## src/rtl/regfile_pkg.sv

```systemverilog
// Shared register-file types: widths, register count and the write-back entry layout.
package regfile_pkg;

    localparam int DATA_W   = 16;
    localparam int ADDR_W   = 4;
    localparam int NUM_REGS = 2 ** ADDR_W;

    typedef struct packed {
        logic [ADDR_W-1:0] addr;
        logic [DATA_W-1:0] data;
    } wb_entry_t;

endpackage

```

## src/rtl/wb_fifo.sv

```systemverilog
// In-order write-back queue: storage, head/tail/count, and per-entry occupancy and age
// (age 0 = most recently pushed) so the bypass can pick the youngest match.
module wb_fifo
#(
    parameter int DEPTH = 4,
    parameter int PTR_W = $clog2(DEPTH)
)
(
    input  logic                  clk,
    input  logic                  reset,
    input  logic                  push,
    input  regfile_pkg::wb_entry_t push_entry,
    input  logic                  pop,
    output regfile_pkg::wb_entry_t head_entry,
    output regfile_pkg::wb_entry_t entries [DEPTH],
    output logic [DEPTH-1:0]      occupied,
    output logic [PTR_W-1:0]      age [DEPTH],
    output logic [PTR_W:0]        count
);
    import regfile_pkg::*;

    wb_entry_t        mem [DEPTH];
    logic [PTR_W-1:0] head;
    logic [PTR_W-1:0] tail;

    always_ff @(posedge clk or posedge reset) begin
        if (reset) begin
            head  <= '0;
            tail  <= '0;
            count <= '0;
        end else begin
            if (push) tail <= tail + PTR_W'(1);
            if (pop)  head <= head + PTR_W'(1);
            case ({push, pop})
                2'b10:   count <= count + (PTR_W+1)'(1);
                2'b01:   count <= count - (PTR_W+1)'(1);
                default: count <= count;
            endcase
        end
    end

    // Entry payloads carry no control meaning, so they are left out of reset.
    always_ff @(posedge clk) begin
        if (push) mem[tail] <= push_entry;
    end

    assign head_entry = mem[head];

    always_comb begin
        for (int i = 0; i < DEPTH; i++) begin
            entries[i]  = mem[i];
            age[i]      = tail - PTR_W'(1) - PTR_W'(i);
            occupied[i] = ((PTR_W+1)'(age[i]) < count);
        end
    end

endmodule

```

## src/rtl/regfile_wb_buffer.sv

```systemverilog
// Write-back buffer in front of the register-file write port: handshake, registered
// write stage, two youngest-first bypass lookups and a drain sequencer.
module regfile_wb_buffer
#(
    parameter int DATA_W = regfile_pkg::DATA_W,
    parameter int ADDR_W = regfile_pkg::ADDR_W,
    parameter int DEPTH  = 4
)
(
    input  logic                     clk,
    input  logic                     reset,
    input  logic                     in_valid,
    output logic                     in_ready,
    input  logic [ADDR_W-1:0]        in_addr,
    input  logic [DATA_W-1:0]        in_data,
    input  logic                     rf_hold,
    input  logic                     drain,
    output logic                     drain_done,
    output logic                     write,
    output logic [ADDR_W-1:0]        address,
    output logic [DATA_W-1:0]        data,
    input  logic [ADDR_W-1:0]        byp_addr1,
    input  logic [ADDR_W-1:0]        byp_addr2,
    output logic                     byp_hit1,
    output logic [DATA_W-1:0]        byp_data1,
    output logic                     byp_hit2,
    output logic [DATA_W-1:0]        byp_data2,
    output logic [$clog2(DEPTH):0]   count
);
    import regfile_pkg::*;

    localparam int PTR_W = $clog2(DEPTH);

    typedef enum logic [1:0] {RUN, DRAIN, DONE} state_t;

    state_t           state;
    state_t           state_nxt;
    logic             push;
    logic             pop;
    wb_entry_t        push_entry;
    wb_entry_t        head_entry;
    wb_entry_t        entries [DEPTH];
    logic [DEPTH-1:0] occupied;
    logic [PTR_W-1:0] age [DEPTH];

    // No pass-through when full: acceptance depends only on current occupancy.
    assign in_ready   = (state == RUN) && (count < (PTR_W+1)'(DEPTH));
    assign push       = in_valid && in_ready;
    assign pop        = (count != '0) && !rf_hold;
    assign push_entry = '{addr: in_addr, data: in_data};

    wb_fifo #(.DEPTH(DEPTH), .PTR_W(PTR_W)) u_fifo (
        .clk        (clk),
        .reset      (reset),
        .push       (push),
        .push_entry (push_entry),
        .pop        (pop),
        .head_entry (head_entry),
        .entries    (entries),
        .occupied   (occupied),
        .age        (age),
        .count      (count)
    );

    // Output stage: address/data hold their last value when nothing retires.
    always_ff @(posedge clk or posedge reset) begin
        if (reset) begin
            write   <= 1'b0;
            address <= '0;
            data    <= '0;
        end else begin
            write <= pop;
            if (pop) begin
                address <= head_entry.addr;
                data    <= head_entry.data;
            end
        end
    end

    always_ff @(posedge clk or posedge reset) begin
        if (reset) state <= RUN;
        else       state <= state_nxt;
    end

    always_comb begin
        state_nxt = state;
        case (state)
            RUN:     if (drain) state_nxt = DRAIN;
            DRAIN:   if ((count == '0) && !write) state_nxt = DONE;
            DONE:    state_nxt = RUN;
            default: state_nxt = RUN;
        endcase
    end

    assign drain_done = (state == DONE);

    // Youngest queued match wins; the output stage only answers when no queue entry does.
    always_comb begin
        logic [PTR_W-1:0] best1;
        logic [PTR_W-1:0] best2;
        byp_hit1  = 1'b0;
        byp_data1 = '0;
        byp_hit2  = 1'b0;
        byp_data2 = '0;
        best1     = '0;
        best2     = '0;
        for (int i = 0; i < DEPTH; i++) begin
            if (occupied[i] && (entries[i].addr == byp_addr1) && (!byp_hit1 || (age[i] < best1))) begin
                byp_hit1  = 1'b1;
                best1     = age[i];
                byp_data1 = entries[i].data;
            end
            if (occupied[i] && (entries[i].addr == byp_addr2) && (!byp_hit2 || (age[i] < best2))) begin
                byp_hit2  = 1'b1;
                best2     = age[i];
                byp_data2 = entries[i].data;
            end
        end
        if (!byp_hit1 && write && (address == byp_addr1)) begin
            byp_hit1  = 1'b1;
            byp_data1 = data;
        end
        if (!byp_hit2 && write && (address == byp_addr2)) begin
            byp_hit2  = 1'b1;
            byp_data2 = data;
        end
    end

endmodule
```

## config.mk

```make
export PLATFORM = sky130hd
export DESIGN_NAME = regfile_wb_buffer
export DESIGN_NICKNAME = d
export VERILOG_FILES = /design/src/rtl/regfile_pkg.sv /design/src/rtl/wb_fifo.sv /design/src/rtl/regfile_wb_buffer.sv
export SDC_FILE = /design/constraint.sdc
export NUM_CORES = 1
export LEC_CHECK = 0
export BUFFER_PORTS_ARGS = -buffer_cell sky130_fd_sc_hd__buf_2
export CAP_MARGIN = 20
export CORE_AREA = 2 2 110 112
export CTS_CLUSTER_DIAMETER = 120
export DETAILED_ROUTE_END_ITERATION = 12
export DIE_AREA = 0 0 112 114
export GPL_ROUTABILITY_DRIVEN = 0
export HOLD_SLACK_MARGIN = 0.06
export MAX_ROUTING_LAYER = met4
export PLACE_DENSITY = 0.83
export SYNTH_ARGS = -nofsm -noshare
export SYNTH_HDL_FRONTEND = slang
export SYNTH_HIERARCHICAL = 1
export SYNTH_SLANG_ARGS = --single-unit
```

## constraint.sdc

```tcl
create_clock -name clk -period 6.43 [get_ports clk]
set_input_delay 0.9645 -clock clk [delete_from_list [all_inputs] [get_ports clk]]
set_output_delay 0.9645 -clock clk [all_outputs]
set_load 0.01 [all_outputs]
```

Word level (Yosys, flattened, before mapping)
Memories as Yosys holds them, arrays and structs flattened. A register that Yosys moved wholly into a read port is not among the register bits.
Index checks and enable logic that the tools add are counted.

storage, ports and cells
  logic and storage cells = 116
  memories kept = 1
  bits in latches = 0
  register bits after elaboration = 10
  output and inout port bits = 60
  input port bits = 33
  memory bits (read-only) = 0
  bits in writable memories = 80

operators by class
  bitwise logic cells = 0
  equality and inequality tests = 16
  muxes and demuxes = 32
  multipliers = 0
  reductions and logical operators = 43
  divide/modulo/power cells = 0
  magnitude comparators = 11
  add/sub/neg operators = 8
  shifts and indexed selects = 0

memory list
  memory      depth  width  read ports  clocked after memory_dff  write ports  line           RTL
  u_fifo.mem  4      20     5           1                         1            wb_fifo.sv:22  wb_entry_t mem [DEPTH];

operators with widths
  cell                   count
  $mux W16               10
  $eq A4 B4 Y1           10
  $logic_and A1 B1 Y1    22
  $mux W2                8
  $lt A2 B2 Y1           6
  $lt A2 B3 Y1           4
  $mux W1                12
  $logic_not A1 Y1       10
  $logic_or A1 B1 Y1     6
  $pmux W3 S2            1
  $add A2 B1 Y2 const B  2
  $eq A2 B1 Y1 const B   2
  $eq A2 B2 Y1 const B   2
  $ne A2 B2 Y1 const B   2
  $pmux W2 S2            1
  $sub A2 B1 Y2 const B  2
  $sub A2 B2 Y2 const B  2
  $add A3 B1 Y3 const B  1
  $logic_not A3 Y1       1
  $lt A3 B3 Y1 const B   1
  $reduce_bool A3 Y1     1
  $sub A3 B1 Y3 const B  1
  $logic_not A2 Y1       1
  $reduce_and A2 Y1      1
  $reduce_bool A2 Y1     1

Logic depth before layout (Yosys ltp)
Gate-level depths: netlist of the first run.

  depth after elaboration = 20
  depth in mapped cells = 25
  depth with buffers taken out = 23

Modules after synthesis
Netlist of the first run, hierarchy kept.

by module, submodules not included
  module             sequential area each (µm²)  area an instance (µm²)  cells each  times used
  wb_fifo            2577.5                      3425.8                  159         1
  regfile_wb_buffer  575.6                       3174.3                  423         1

Worst setup path after synthesis of the first run
Ideal clock, no wire load.

  kind = flip-flop to output port
  start = register u_fifo.tail[0]
  end = output byp_data2[11]
  slack = 0.557 ns
  buffers on the path = 3
  cell stages (with the launch flop) = 26
  data required time = 5.465 ns
  arrival = 4.908 ns
  cell sequence = dfrtp_1 inv_1 ha_1 inv_1 ha_1 a21oi_1 or2_2 and2_1 and2_1 inv_1 ha_1 a21o_1 or3_1 a32o_2 a21oi_1 nand3_1 buf_2 buf_4 mux2i_1 ha_1 o21ai_0 nand2_1 o21ai_4 buf_6 nor2_1 a221o_1

RTL lines
  element                 line                     RTL
  from (decl)             wb_fifo.sv:24            logic [PTR_W-1:0] tail;
  from (signal assigned)  wb_fifo.sv:32            if (push) tail <= tail + PTR_W'(1);
  to (decl)               regfile_wb_buffer.sv:27  output logic [DATA_W-1:0] byp_data2,

==> flow_summary.json, run 1 <==
{
  "wire_per_inst_um": 22.3,
  "skew_ns": 0.00723,
  "cp_max_fo": 16,
  "critical_path.endpoint": "byp_data2[14]",
  "place_inst": 794,
  "cts.sinks": 110,
  "synthMuxAreaShare": 0.132,
  "syn_area_per_cell_um2": 11.3,
  "irDropWorstVdd_mv": 0.164,
  "synth_area_um2": 6600,
  "grt_pass1_vias": 5401,
  "grt_usage": 0.287,
  "start_util": 0.564,
  "setup_viol_count_final": 0,
  "rr_startpoint": "u_fifo/count[2]",
  "yosysSeqAreaShare": 0.478,
  "yosys.area_share.xor_xnor": 0.0635,
  "worstPathRequired_ns": 5.47,
  "power_leakage_nw": 2.94,
  "yosys.area_share.adder": 0.0277,
  "timing.final.ws_setup_ns": 0.0910,
  "hpwl_um": 11600,
  "ys_warn_count": 6,
  "antenna_found_initial": 0,
  "htreeDepth": 3,
  "stdcell_area_um2": 7730,
  "cts_root_buffer": "clkbuf_16",
  "wirelength_um": 18500,
  "yosys.cell_types.count": 51,
  "cp-start-kind": "flip-flop",
  "r2r-end": "u_fifo/mem[3][13]",
  "areaGrowthSynthToFinish_pct": 17.2,
  "fp.dieArea_um2": 12800,
  "io_pins": 93,
  "synth-simple-area-share": 0.122,
  "num_rows": 40,
  "fmax_mhz": 158,
  "antenna_cells": 0,
  "grt_pass1_wl_um": 27600,
  "end_kind": "output port",
  "power.total_w": 0.00300,
  "io_buffers": 92,
  "status": "complete, no violations",
  "cts_tree": "built",
  "vias_per_cell": 6.53,
  "reg2regPathDepth": 4,
  "cts_buffers": 9,
  "criticalPathCategory": "flip-flop to output port",
  "final_layout_size_suffix_gt1_frac": 0.296,
  "fp.dieH_um": 114,
  "synth_cells": 582,
  "finalCritPeriodShare": 0.986,
  "clk-insertion-delay-late_ns": 0.35,
  "path_clk_slew_ns": 0.07,
  "ys_async_sr_fraction": 0.273,
  "synth_seq_cells": 110,
  "max-cap-violations": 0,
  "reg2reg_slack_ns": 4.25,
  "slew_viol_final": 0,
  "synth_compound_area_frac": 0.133,
  "die_w_um": 112,
  "final_common_cell": "buf_2",
  "clock_path_buffers": 2,
  "hold_class": "flip-flop to flip-flop",
  "vias": 5416,
  "synth_edf_count": 80,
  "tightest_slew_ns": 1.10,
  "drc": 0,
  "dr.pass1.iters": 5,
  "setup-tns-final_ns": 0,
  "most-common-layout-cells": "buf_2, edfxtp_1, nand2_1, a21oi_1, o21ai_0",
  "coreArea_um2": 11700,
  "slew_headroom": 0.264,
  "hold_viol": 0,
  "synth_top_flop_cell": "edfxtp_1",
  "grt_remaining_overflow": 0,
  "fin_cells": 830,
  "fin_nets": 725,
  "startpoint": "u_fifo/tail[0]",
  "arrival_ns": 5.37,
  "ant_nets": 0,
  "syn_nets": 629,
  "power.density_nw_per_um2": 387,
  "synth_top_family_by_area": "compound AO/OA/AOI/OAI gates",
  "place_ws_ns": 0.193,
  "drtIter0Drc": 601,
  "place_area_um2": 7160,
  "min_period_ns": 6.34,
  "grt_max_degree": 33
}
-- worst min-delay path by stage --
stage	start	to	slack, ns	depth (start not counted)
2_1_floorplan	state[1]	state[0]	0.44	1
3_3_place_gp	state[1]	state[0]	0.45	1
3_5_place_dp	state[1]	state[0]	0.48	1
4_1_cts	state[1]	state[0]	0.49	1
5_1_grt	state[1]	state[1]	0.54	1
6_report	state[1]	state[0]	0.50	1
-- synth_stat cells (4+ instances only) --
cell	number	area, um^2
or2_2	5	31.3
inv_1	16	60.1
a21oi_1	41	205
nand3b_1	16	120
mux2i_1	19	190
nor2_1	31	116
o21ai_1	4	20.0
a22oi_1	16	120
nand3_1	12	60.1
mux4_2	18	405
dfrtp_1	30	751
o21ai_0	33	165
ha_1	13	163
xnor2_1	16	140
nor3_1	12	60.1
and2_1	13	81.3
buf_4	7	52.6
clkbuf_1	18	67.6
edfxtp_1	80	2400
buf_2	8	40.0
mux2_2	20	225
a221o_1	16	160
xor2_1	30	263
nand2_1	61	229
buf_6	6	67.6
-- flip-flops by register name, summed over array words and instances (netlist names) --
| register | cells |
|---|---|
| address | 4 |
| data | 16 |
| state | 2 |
| u_fifo/count | 3 |
| u_fifo/head | 2 |
| u_fifo/mem | 80 |
| u_fifo/tail | 2 |
| write | 1 |
-- worst max-delay path: stages (launching register included) --
cell and delay [ns]:
dfrtp_2 0.44, clkinvlp_4 0.13, ha_1 0.31, inv_1 0.08
ha_1 0.31, a21oi_1 0.07, or2_4 0.27, and2_4 0.15
and2_1 0.17, inv_1 0.06, ha_1 0.23, a21o_1 0.19
or3_1 0.32, a32o_2 0.31, a21oi_2 0.18, nand3_2 0.13
mux2i_2 0.18, ha_2 0.32, o21ai_0 0.07, nand2_1 0.12
o21ai_4 0.10, buf_4 0.16, clkbuf_16 0.18, a221o_1 0.38
buf_2 0.16
-- what timing repair did --
action	4_1_cts	5_1_grt
gates resized for setup	2	11
pin swaps	0	7
hold buffers	0	0
buffers inserted	0	14
endpoints found under the setup margin	32	32
gates cloned	0	2
-- metrics by stage --
| stage | hold WS, ns | utilization |
|---|---|---|
| 6_report | 0.496 | 0.660 |
| 5_1_grt | 0.544 | 0.660 |
| 4_1_cts | 0.494 | 0.635 |
| 3_5_place_dp | 0.485 | 0.611 |
| 3_3_place_gp | 0.454 | 0.609 |
| 2_1_floorplan | 0.442 | - |
-- area by class of cell --
class / count / area (um^2)
flip-flops and latches: 110 / 3150
inverters: 16 / 63.8
well taps: 147 / 184
fillers: 854 / 3980
repair buffers: 126 / 863
multi-input cells: 415 / 3190
clock buffers: 10 / 229
clock inverters: 6 / 47.5
-- cell families after synthesis --
| group | Yosys count |
|---|---|
| AO/OA/AOI/OAI | 132 |
| XOR/XNOR | 47 |
| adder cells (fa/ha/maj) | 14 |
| buffers and inverters | 57 |
| flip-flops | 110 |
| multiplexers | 59 |
| AND/OR/NAND/NOR | 163 |
-- metal layers --
layer / share of wire / vias up / routed length, um / GRT usage
li1: - / 2353 / - / -
met1: 0.38 / 2624 / 7010 / 0.341
met2: 0.51 / 380 / 9370 / 0.484
met3: 0.086 / 59 / 1600 / 0.0436
met4: 0.030 / 0 / 560 / 0.139
met5: 0 / - / 0 / -
-- report_power, final --
| group | total, W | switching (W) | internal, W |
|---|---|---|---|
| registers | 0.00105 | 0.000170 | 0.000881 |
| clock network | 0.000523 | 0.000257 | 0.000266 |
| logic | 0.00142 | 0.000749 | 0.000672 |
No activity file was read; power rests on OpenSTA's default activity.
==> inputs of run 2 (changes only) <==
PLACE_DENSITY = 0.77   (was 0.83)
==> run 2 against run 1 <==
Against the previous run: core utilization decreased by 1.4 points; clock skew up 0.0026 ns; design area is 2.2% lower; setup slack improved by 0.12 ns; non-clock buffer count fell by 12; via count fell by 2.4%; die area unchanged; total power fell by 2.6%; sequential power barely moved; highest routed layer unchanged.
==> flow_summary.json, run 2 (synthesized netlist as in run 1, its figures left out) <==
{
  "timing.final.ws_setup_ns": 0.206,
  "min_period_ns": 6.22,
  "crit_slowest_cell": "dfrtp_1",
  "hpwl_um": 11300,
  "coreArea_um2": 11700,
  "crit_top_cell": "ha_1",
  "ant_nets": 0,
  "fin_nets": 713,
  "cts.sinks": 110,
  "antenna_found_initial": 0,
  "hold_viol": 0,
  "reg2reg_slack_ns": 4.18,
  "num_rows": 40,
  "max-cap-violations": 0,
  "areaGrowthSynthToFinish_pct": 14.6,
  "power.density_nw_per_um2": 386,
  "clock_path_buffers": 2,
  "start_util": 0.564,
  "grt_usage": 0.278,
  "arrival_ns": 5.26,
  "largest_register_ffs": 80,
  "vias_per_cell": 6.46,
  "drtIter0Drc": 626,
  "ctsHoldBuffers": 0,
  "clk-insertion-delay-late_ns": 0.35,
  "most-common-layout-cells": "buf_2, edfxtp_1, nand2_1, a21oi_1, o21ai_0",
  "place_ws_ns": 0.516,
  "cp_slowest_stage_delay_ns": 0.35,
  "worstPathRequired_ns": 5.47,
  "final_layout_size_suffix_gt1_frac": 0.276,
  "slew_viol_final": 0,
  "irDropWorstVdd_mv": 0.227,
  "hold_class": "flip-flop to flip-flop",
  "die_w_um": 112,
  "top_register": "u_fifo/mem",
  "skew_ns": 0.00981,
  "cp_num_buf_inv": 6,
  "fp.dieH_um": 114,
  "criticalPathCategory": "flip-flop to output port",
  "finalCritPeriodShare": 0.968,
  "cts_tree": "built",
  "wirelength_um": 17500,
  "grt_remaining_overflow": 0,
  "drc": 0,
  "htreeDepth": 3,
  "tightest_slew_ns": 1.07,
  "antenna_cells": 0,
  "io_buffers": 92,
  "io_pins": 93,
  "path_clk_slew_ns": 0.07,
  "cts_root_buffer": "clkbuf_16",
  "end_kind": "output port",
  "grt_pass1_vias": 5323,
  "power_leakage_nw": 2.87,
  "grt_max_degree": 33,
  "grt_pass1_wl_um": 26800,
  "fmax_mhz": 161,
  "fp.dieArea_um2": 12800,
  "dr.pass1.iters": 5,
  "setup-tns-final_ns": 0,
  "slew_headroom": 0.287,
  "cp-start-kind": "flip-flop",
  "cts_buffers": 9,
  "setup_viol_count_final": 0,
  "final_common_cell": "buf_2",
  "status": "complete, no violations",
  "cp_max_fo": 32,
  "crit_family": "simple AND/OR/NAND/NOR gates",
  "vias": 5288,
  "top_regs": "u_fifo/mem x80, data x16, address x4",
  "wire_per_inst_um": 21.4
}
==> run 2: worst register-to-register path: stages (launching register included) <==
cell and delay, ns:
dfrtp_1 0.49, nor3_1 0.13, nor2_2 0.09, buf_4 0.37
ha_1 0.27, inv_1 0.06, fa_1 0.37, xor2_1 0.15
nor2_1 0.11, xor2_1 0.14
==> run 2: area by class of cell <==
cell class	instances	area, um^2
Fill cell	930	4150
Tap cell	147	184
Inverter	16	60.1
Clock buffer	10	239
Timing Repair Buffer	114	683
Sequential cell	110	3150
Clock inverter	6	60.1
Multi-Input combinational cell	415	3190
==> run 2: final timing paths <==
kind | cells past startpoint | startpoint | to
max | 25 | u_fifo/tail[0] | byp_data2[5]
min | 1 | state[1] | state[0]
max reg2reg | 9 | u_fifo/count[2] | u_fifo/count[2]
min reg2reg | 1 | state[1] | state[0]
max in group asynchronous | 3 | reset | data[11]
min in group asynchronous | 2 | reset | u_fifo/head[0]
==> run 2: layer usage <==
| metal | share of wire | track usage | vias up | wire length [um] |
|---|---|---|---|---|
| met3 | 0.094 | 0.0345 | 49 | 1640 |
| met4 | 0.029 | 0.133 | 0 | 515 |
| met1 | 0.37 | 0.335 | 2600 | 6520 |
| met5 | 0 | - | - | 0 |
| met2 | 0.50 | 0.472 | 317 | 8840 |
| li1 | - | - | 2322 | - |
==> run 2: power breakdown <==
group          internal (W)  total, W  switching, W  leakage, nW
registers          0.000882   0.00103      0.000150         1.07
clock network      0.000312  0.000557      0.000245        0.148
logic              0.000608   0.00133      0.000719         1.65
==> run 2: timing repair <==
item	4_1_cts	5_1_grt
setup buffers	0	1
resized for setup	0	9
endpoints found under the setup margin	0	32
==> run 2: metrics by stage <==
stage	hold slack, ns	cell area (um^2)	utilization	power [W]	std cells
after floorplan	0.442	6600	-	0.00191	582
after global placement	0.460	7160	0.612	0.00226	799
after detailed placement	0.474	7160	0.612	0.00231	799
after CTS	0.493	7460	0.637	0.00287	815
after global routing	0.520	7560	0.646	0.00308	818
final	0.493	7560	0.646	0.00292	818
